==> config.mk <==
export PLATFORM = sky130hd
export DESIGN_NAME = coeff_loader
export DESIGN_NICKNAME = d
export VERILOG_FILES = /design/src/rtl/fir_pkg.sv /design/src/rtl/coeff_bank.sv /design/src/rtl/coeff_loader.sv
export SDC_FILE = /design/constraint.sdc
export NUM_CORES = 1
export LEC_CHECK = 0
export CAP_MARGIN = 0
export CORE_ASPECT_RATIO = 1.5
export CORE_MARGIN = 3
export CORE_UTILIZATION = 56
export DETAILED_ROUTE_END_ITERATION = 7
export PLACE_DENSITY = 0.76
export SYNTH_ARGS = -nofsm -noshare
export SYNTH_HDL_FRONTEND = slang
export SYNTH_SLANG_ARGS = --single-unit
==> constraint.sdc <==
create_clock -name clock -period 2.14 [get_ports clock]
set_clock_uncertainty 0.1 [all_clocks]
set_input_delay 0.642 -clock clock [delete_from_list [all_inputs] [get_ports clock]]
set_output_delay 0.642 -clock clock [all_outputs]
set_load 0.02 [all_outputs]
==> src/rtl/fir_pkg.sv <==
// Shared FIR datapath constants and the coefficient loader state type.
// The coefficient source is parameterized from these same constants.
package fir_pkg;

  localparam int COEFF_LENGTH = 20;
  localparam int COEFF_WIDTH  = 18;
  localparam int COEFF_ADDR_W = $clog2(COEFF_LENGTH);

  typedef enum logic [1:0] {
    IDLE    = 2'd0,
    PRIME   = 2'd1,
    CAPTURE = 2'd2,
    DONE    = 2'd3
  } loader_state_t;

endpackage

==> src/rtl/coeff_bank.sv <==
// Tap register bank: one write port and one registered read port.
// Out-of-range reads return zero; a same-edge read and write returns the old word.
module coeff_bank
  import fir_pkg::*;
#(
  parameter int length     = COEFF_LENGTH,
  parameter int data_width = COEFF_WIDTH,
  parameter int addr_width = COEFF_ADDR_W
) (
  input  logic                  clk_i,
  input  logic                  rst_ni,
  input  logic                  we_i,
  input  logic [addr_width-1:0] waddr_i,
  input  logic [data_width-1:0] wdata_i,
  input  logic [addr_width-1:0] raddr_i,
  output logic [data_width-1:0] rdata_o
);

  logic [data_width-1:0] mem_q [length];
  logic [data_width-1:0] rdata_q;

  always_ff @(posedge clk_i or negedge rst_ni) begin
    if (!rst_ni) begin
      for (int i = 0; i < length; i++) begin
        mem_q[i] <= '0;
      end
    end else if (we_i && (int'(waddr_i) < length)) begin
      mem_q[waddr_i] <= wdata_i;
    end
  end

  always_ff @(posedge clk_i or negedge rst_ni) begin
    if (!rst_ni) begin
      rdata_q <= '0;
    end else if (int'(raddr_i) < length) begin
      rdata_q <= mem_q[raddr_i];
    end else begin
      rdata_q <= '0;
    end
  end

  assign rdata_o = rdata_q;

endmodule

==> src/rtl/coeff_loader.sv <==
// Receives one serial coefficient load into the tap bank and checks its length
// against the source end-of-stream flag; serves the bank to the MAC array.
module coeff_loader
  import fir_pkg::*;
#(
  parameter int length     = COEFF_LENGTH,
  parameter int data_width = COEFF_WIDTH,
  parameter int addr_width = COEFF_ADDR_W
) (
  input  logic                  clock,
  input  logic                  reset_n,
  input  logic                  load_start,
  output logic                  coeff_enable,
  input  logic [data_width-1:0] coeff_in,
  input  logic                  coeff_set_flag,
  input  logic [addr_width-1:0] rd_addr,
  output logic [data_width-1:0] rd_data,
  output logic                  coeff_ready,
  output logic                  load_error,
  output logic [1:0]            dbg_state
);

  localparam logic [addr_width-1:0] LAST_IDX = addr_width'(length - 1);

  loader_state_t         state_q, state_d;
  logic [addr_width-1:0] wr_idx_q, wr_idx_d;
  logic                  enable_q, enable_d;
  logic                  ready_q, ready_d;
  logic                  error_q, error_d;
  logic                  bank_we;
  logic                  at_last;

  assign at_last = (wr_idx_q == LAST_IDX);

  // Handshake: coeff_enable asks the source for words; the source answers one
  // cycle later, so PRIME absorbs that latency and CAPTURE takes one word per edge.
  always_comb begin
    state_d  = state_q;
    wr_idx_d = wr_idx_q;
    enable_d = enable_q;
    ready_d  = ready_q;
    error_d  = error_q;
    bank_we  = 1'b0;
    case (state_q)
      IDLE, DONE: begin
        if (load_start) begin
          state_d  = PRIME;
          enable_d = 1'b1;
          ready_d  = 1'b0;
          error_d  = 1'b0;
          wr_idx_d = '0;
        end
      end
      PRIME: begin
        state_d = CAPTURE;
      end
      CAPTURE: begin
        bank_we  = 1'b1;
        wr_idx_d = wr_idx_q + 1'b1;
        if (coeff_set_flag && at_last) begin
          state_d  = DONE;
          enable_d = 1'b0;
          ready_d  = 1'b1;
        end else if (coeff_set_flag || at_last) begin
          // Flag and length disagree: keep what was written, report the error.
          state_d  = IDLE;
          enable_d = 1'b0;
          error_d  = 1'b1;
        end
      end
      default: begin
        state_d = IDLE;
      end
    endcase
  end

  always_ff @(posedge clock or negedge reset_n) begin
    if (!reset_n) begin
      state_q  <= IDLE;
      wr_idx_q <= '0;
      enable_q <= 1'b0;
      ready_q  <= 1'b0;
      error_q  <= 1'b0;
    end else begin
      state_q  <= state_d;
      wr_idx_q <= wr_idx_d;
      enable_q <= enable_d;
      ready_q  <= ready_d;
      error_q  <= error_d;
    end
  end

  coeff_bank #(
    .length    (length),
    .data_width(data_width),
    .addr_width(addr_width)
  ) u_bank (
    .clk_i  (clock),
    .rst_ni (reset_n),
    .we_i   (bank_we),
    .waddr_i(wr_idx_q),
    .wdata_i(coeff_in),
    .raddr_i(rd_addr),
    .rdata_o(rd_data)
  );

  assign coeff_enable = enable_q;
  assign coeff_ready  = ready_q;
  assign load_error   = error_q;
  assign dbg_state    = state_q;

endmodule

# Word-level counts from Yosys, hierarchy flattened
# Index checks and enable logic that the tools add are counted.
[op_classes] n_addsub=1 n_lt_le_gt_ge=5 n_eq_ne=9 mux=24 bitwise_logic=2 reduce_logical=12
[ops] op="$bwmux 360" count=1
[ops] op="$bmux 18 s5" count=1
[ops] op="$demux 18 s5" count=1
[ops] op="$mux 18" count=4
[ops] op="$ge 6x6->1 const B" count=2
[ops] op="$not 5->6" count=2
[ops] op="$lt 5x5->1 const B" count=2
[ops] op="$pmux 5 s2" count=1
[ops] op="$mux 1" count=8
[ops] op="$ne 2x2->1 const B" count=4
[ops] op="$lt 6x1->1 const B" count=1
[ops] op="$mux 2" count=3
[ops] op="$pmux 1 s2" count=3
[ops] op="$pmux 2 s3" count=1
[ops] op="$reduce_and 3->1" count=2
[ops] op="$add 5x1->5 const B" count=1
[ops] op="$eq 5x5->1 const B" count=1
[ops] op="$mux 5" count=1
[ops] op="$eq 2x2->1 const B" count=2
[ops] op="$reduce_and 2->1" count=2
[ops] op="$reduce_and 4->1" count=1
[ops] op="$logic_and 1x1->1" count=3
[ops] op="$ne 3x3->1 const B" count=1
[ops] op="$eq 2x1->1 const B" count=1
[ops] op="4 further kinds" count=4
[totals] regBits=388 in_bits=27 output_inout_bits=23 word_cells=79

# Logic depth before layout (Yosys ltp)
[logic_depth] ltp_word=6 ltp_mapped=9 depth_no_buf=6

# Cells and area by module
# A second synthesis with hierarchy kept.
[unflattened] hier_cells=1159 area_unflattened_um2=17424.2
[by_module_without_submodules] module="coeff_bank" instances=1 cells_per_inst=1104 area_per_inst_um2=16874.9 seq_area_each_um2=9459.1
[by_module_without_submodules] module="coeff_loader" instances=1 cells_per_inst=55 area_per_inst_um2=549.3 seq_area_each_um2=250.2

# Worst setup path before layout
# No wires, ideal clock.
[synth_path] kind="reg-to-reg" startpoint="register state_q[0] (netlist: dbg_state[0])" endpoint="register u_bank.mem_q[295] (netlist name)" setup_ns=0.125 arrival_ns=1.969 t_required_ns=1.915 path_slack_ns=-0.054 stages_incl_launch_ff=10 n_path_buf=3 synth_period_minus_slack_ns=2.194 path_cell_list="dfrtp_1 > inv_1 > ha_1 > buf_4 > nor2b_4 > buf_6 > nand2_4 > nor3_4 > buf_6 > mux2_2"
[synth_between] elab_chain_cells=3
[synth_rtl] element="start: declaration" line="coeff_loader.sv:25" source="loader_state_t state_q, state_d;"
[synth_rtl] element="start signal: assignment" line="coeff_loader.sv:85" source="state_q <= state_d;"
[synth_rtl] element="$eq 2x2->1" line="coeff_loader.sv:44" source="case (state_q)"
[synth_rtl] element="$mux 1" line="coeff_loader.sv:44"
[synth_rtl] element="net bank_we" line="coeff_loader.sv:30" source="logic bank_we;"
[synth_rtl] element="$logic_and 1x1->1" line="coeff_bank.sv:27" source="end else if (we_i && (int'(waddr_i) < length)) begin"
[synth_rtl] element="end signal: indexed assignment" line="coeff_bank.sv:28" source="mem_q[waddr_i] <= wdata_i;"
[synth_rtl] element="end: declaration" line="coeff_bank.sv:19" source="logic [data_width-1:0] mem_q [length];"
# The timed path passes the listed nets, and every way through them passes these cells.
# A chain may end at the register's enable or synchronous reset.

# Final worst setup path
[layout_path] startpoint="register state_q[0] (netlist: dbg_state[0])" endpoint="register u_bank.mem_q[279] (netlist name)"
# The elaborated chain is that of the path after synthesis.

==> results by group <==
Synthesis
  • Commonest cells in the netlist: dfrtp_1 (388), mux2_2 (359), mux2i_1 (91)
  • Mux cell area share after synthesis: 35.0%
  • Cell accounting for the most synthesized area: dfrtp_1
  • Synth Area in Adders: less than 1%
  • Synth warn: 0
  • Most common cell in the synthesized netlist: dfrtp_1
  • Largest family of logic cells by synthesized area: multiplexers
  • Async S/R FF share, synth: 100%
  • Yosys top cell area share: 55.0%
  • Main synth FF type: dfrtp_1
  • Post-synthesis cell type count: 49
  • Simple-gate portion of the synthesized area: between 3 and 4%
  • Synth Area per Inst: roughly 15 sq um
  • Cells taking the most area after synthesis: dfrtp_1 (55%), mux2_2 (23%), mux4_2 (6.9%)
  • Synthesized flop and latch total: 388
  • Synth Instances: ~1,200
  • Synth Area in Compound Gates: about 3%
  • Syn nets: 1,203
  • Area share of xor/xnor cells in the synthesized design: 0.0496%
  • Post-synthesis sequential area ratio: 55.0%
  • Syn Std Cell Area: approximately 18,000 sq um
  • EDFF count, synth: 0

Timing
  • Worst-Margin Slew: around 0.69 ns
  • Clock period minus worst slack: 2.08 ns
  • Max Clk Rate: ~480 MHz
  • Max-slew headroom: 53.4%
  • Fin. max-slew vios: 0
  • Final setup TNS: 0 ns
  • Hold slack: 0.381 ns
  • Tcrit/Tclk final: 97.2%
  • Final setup margin: 0.0599 ns
  • Final Setup Violations: 0
  • Final hold viol count: 0
  • Unrepaired setup endpoints after global routing: true

Final layout
  • Fraction of layout cells with a size suffix above 1: 47.5%
  • Util after Layout: 66.5%
  • Layout Nets: 1,280
  • Area Overhead vs Synth: 16.9%
  • # fillers: about 2,200
  • Multi-input logic area: ~7500 sq um
  • Reg area: 9710 sq um
  • Diodes inserted: 0
  • Layout Cells excl Fill: 1,681

Critical path
  • WP data required: 2.45 ns
  • Crit path max-delay family: buffers and inverters
  • Max stage delay on crit path: 0.42 ns
  • Worst-path cell chain: inv_2 > ha_4 > buf_4 > nand3b_4 > nor3b_2 > buf_12 > mux2_2
  • Worst Path Arrival: 2.39 ns
  • Crit path buf inv count: 3
  • Crit-path max FO: 18
  • RR Startpoint: dbg_state[0]
  • Reg-to-reg setup timing slack: 0.06 ns
  • Critical Path End Type: register
  • CP Launch Type: register
  • Worst setup path class: reg2reg
  • End of the worst register-to-register path: u_bank.mem_q[279]
  • Reg2reg path depth: 7
  • Slowest-stage cell, CP: dfrtp_2

Floorplan
  • Die H: ~220 um
  • Die area: between 30,000 and 40,000 sq um
  • Core Region: between 30,000 and 40,000 sq um
  • FP Rows: 79
  • Initial core utilization: 56.9%
  • I/O pin count: 50
  • Die width: between 150 and 200 um

Place
  • Cells after DPL: 1,609
  • Final HPWL from detailed placement: 25,400 um
  • Port Buf Inserts: 49
  • Setup WS pre-CTS: 0.00408 ns
  • RD Place Congestion: slightly below 0.8

Clocking
  • TritonCTS Buffers: 38
  • CTS Sinks: about 390
  • Clk_lat worst skew: 0.53 ns
  • Root Driver: clkbuf_16
  • CTS tree: done
  • Clock H-tree levels: 2
  • Max clock buf depth: 3
  • Clock transition at path regs: roughly 0.060 ns

Route
  • Wirelength per Cell: ~25 um
  • Post-Route WL: 42,100 um
  • Vias: 10,300
  • Starting DRT DRC Count: ~740
  • DR vias/cell: 6.12
  • DR pass1 iterations: 5
  • DRC: 0
  • Post-route ant nets: 0

Global route
  • Vias in the first global route: 11,200
  • Initial antenna violation count: 1
  • GRT Total Usage: between 20% and 30%
  • Global-route wire length before repair: roughly 65,000 um
  • Pin count of the biggest net entering global routing: 70
  • Remaining Overflow, GRT: 0

Min path
  • Hold_sp: u_bank.mem_q[24]
  • Hold EP: u_bank.mem_q[24]
  • Hold path depth: 1
  • Tightest Hold Check Type: reg2reg

Pwr
  • P_leak: 9.38 nW
  • Pwr Density: 919 nW/um^2
  • VDD IR max: 0.819 mV

Outcome
  • Outcome: complete, no violations

Flow run
  • Max Cap Viol: 0
-- worst max-delay path by stage --
stage | startpoint | cells after the start | end | slack, ns
global placement | rd_addr[0] | 5 | u_bank.rdata_o[10] | 0.007
finish | dbg_state[0] | 7 | u_bank.mem_q[279] | 0.06
detailed placement | rd_addr[0] | 5 | u_bank.rdata_o[10] | 0.004
global route | dbg_state[0] | 7 | u_bank.mem_q[276] | -0.006
CTS | wr_idx_q[0] | 6 | u_bank.mem_q[279] | 0.05
floorplan | dbg_state[0] | 9 | u_bank.mem_q[295] | -0.05
-- logic make-up (layout without fill, tap and decap cells) --
| kind of cell | after synthesis | after routing |
|---|---|---|
| buffers and inverters | 107 | 213 |
| muxes | 505 | 505 |
| DFF | 388 | 388 |
| AOI/OAI and AO/OA | 73 | 73 |
| and+or+nand+nor | 90 | 90 |
| adders and majority gates | 6 | 6 |
| xor gates and xnor gates | 1 | 1 |
-- registers in the layout, indices dropped and copies added, names as in the netlist --
name and cells:
u_bank.mem_q 360, u_bank.rdata_o 18, wr_idx_q 5, dbg_state 2, coeff_enable 1, coeff_ready 1, load_error 1
-- cell type report --
type | instances | share of cell area, %
inverter | 6 | 0.109
multi-input combinational | 675 | 36.1
timing repair buffer | 138 | 7.71
sequential | 388 | 47.1
clock inverter | 15 | 1.00
clock buffer | 54 | 5.50
tap | 405 | 2.46
-- report_power, final --
| group | leakage [nW] | switching [mW] | internal [mW] | total [mW] |
|---|---|---|---|---|
| registers | 4.94 | 0.502 | 8.26 | 8.76 |
| logic | 3.79 | 1.40 | 1.71 | 3.11 |
| clock network | 0.663 | 2.79 | 4.31 | 7.10 |
| total | 9.38 | 4.69 | 14.3 | 19.0 |
-- metal layers --
metal	vias to the layer above	GRT usage [%]	part of all wire, %
met5	-	0	0
li1	4462	-	-
met1	5505	33.7	41
met2	225	44.2	52
met4	0	9.22	3.6
met3	93	3.43	3.8
-- placed cells by master (no fill, tap or decap), types with 2 or more instances in the layout --
cell | Yosys | layout
dfrtp_1 | 388 | 386
mux2_2 | 359 | 349
mux2i_1 | 91 | 91
mux4_2 | 54 | 54
buf_4 | 15 | 51
clkbuf_16 | 0 | 41
buf_12 | 0 | 37
a22oi_1 | 36 | 36
nand2_1 | 26 | 26
dlygate4sd2_1 | 0 | 23
clkdlybuf4s50_1 | 0 | 22
nand3_1 | 20 | 20
o211ai_1 | 18 | 18
mux2_4 | 0 | 10
nand2_2 | 9 | 9
clkinv_2 | 0 | 8
clkbuf_1 | 46 | 7
clkbuf_8 | 0 | 6
inv_1 | 6 | 5
nor2_4 | 5 | 5
a21oi_1 | 5 | 5
bufinv_16 | 0 | 5
o21ai_0 | 4 | 4
ha_1 | 6 | 4
nor2_2 | 1 | 3
nor2b_2 | 0 | 3
nor3_4 | 2 | 3
nor2_1 | 5 | 3
nor3b_2 | 1 | 2
nand3_2 | 2 | 2
nand2b_1 | 2 | 2
a22o_1 | 2 | 2
a32o_1 | 2 | 2
dfrtp_2 | 0 | 2
buf_2 | 26 | 2
-- timing repair --
| action | in CTS | in global routing |
|---|---|---|
| gates cloned | 0 | 0 |
| endpoints found under the setup margin | 23 | 35 |
| buffers inserted | 0 | 2 |
| hold endpoints to repair | 26 | 0 |
| resized for setup | 23 | 3 |
| hold buffers | 1 | 0 |
-- through the flow --
stage	cell area, sq um	total power [mW]
5_1_grt	20600	19.8
2_1_floorplan	17700	10.9
6_report	20600	19.0
3_5_place_dp	19300	12.0
3_3_place_gp	19300	11.9
4_1_cts	20600	19.1
Power figures use the tool's default switching activity.
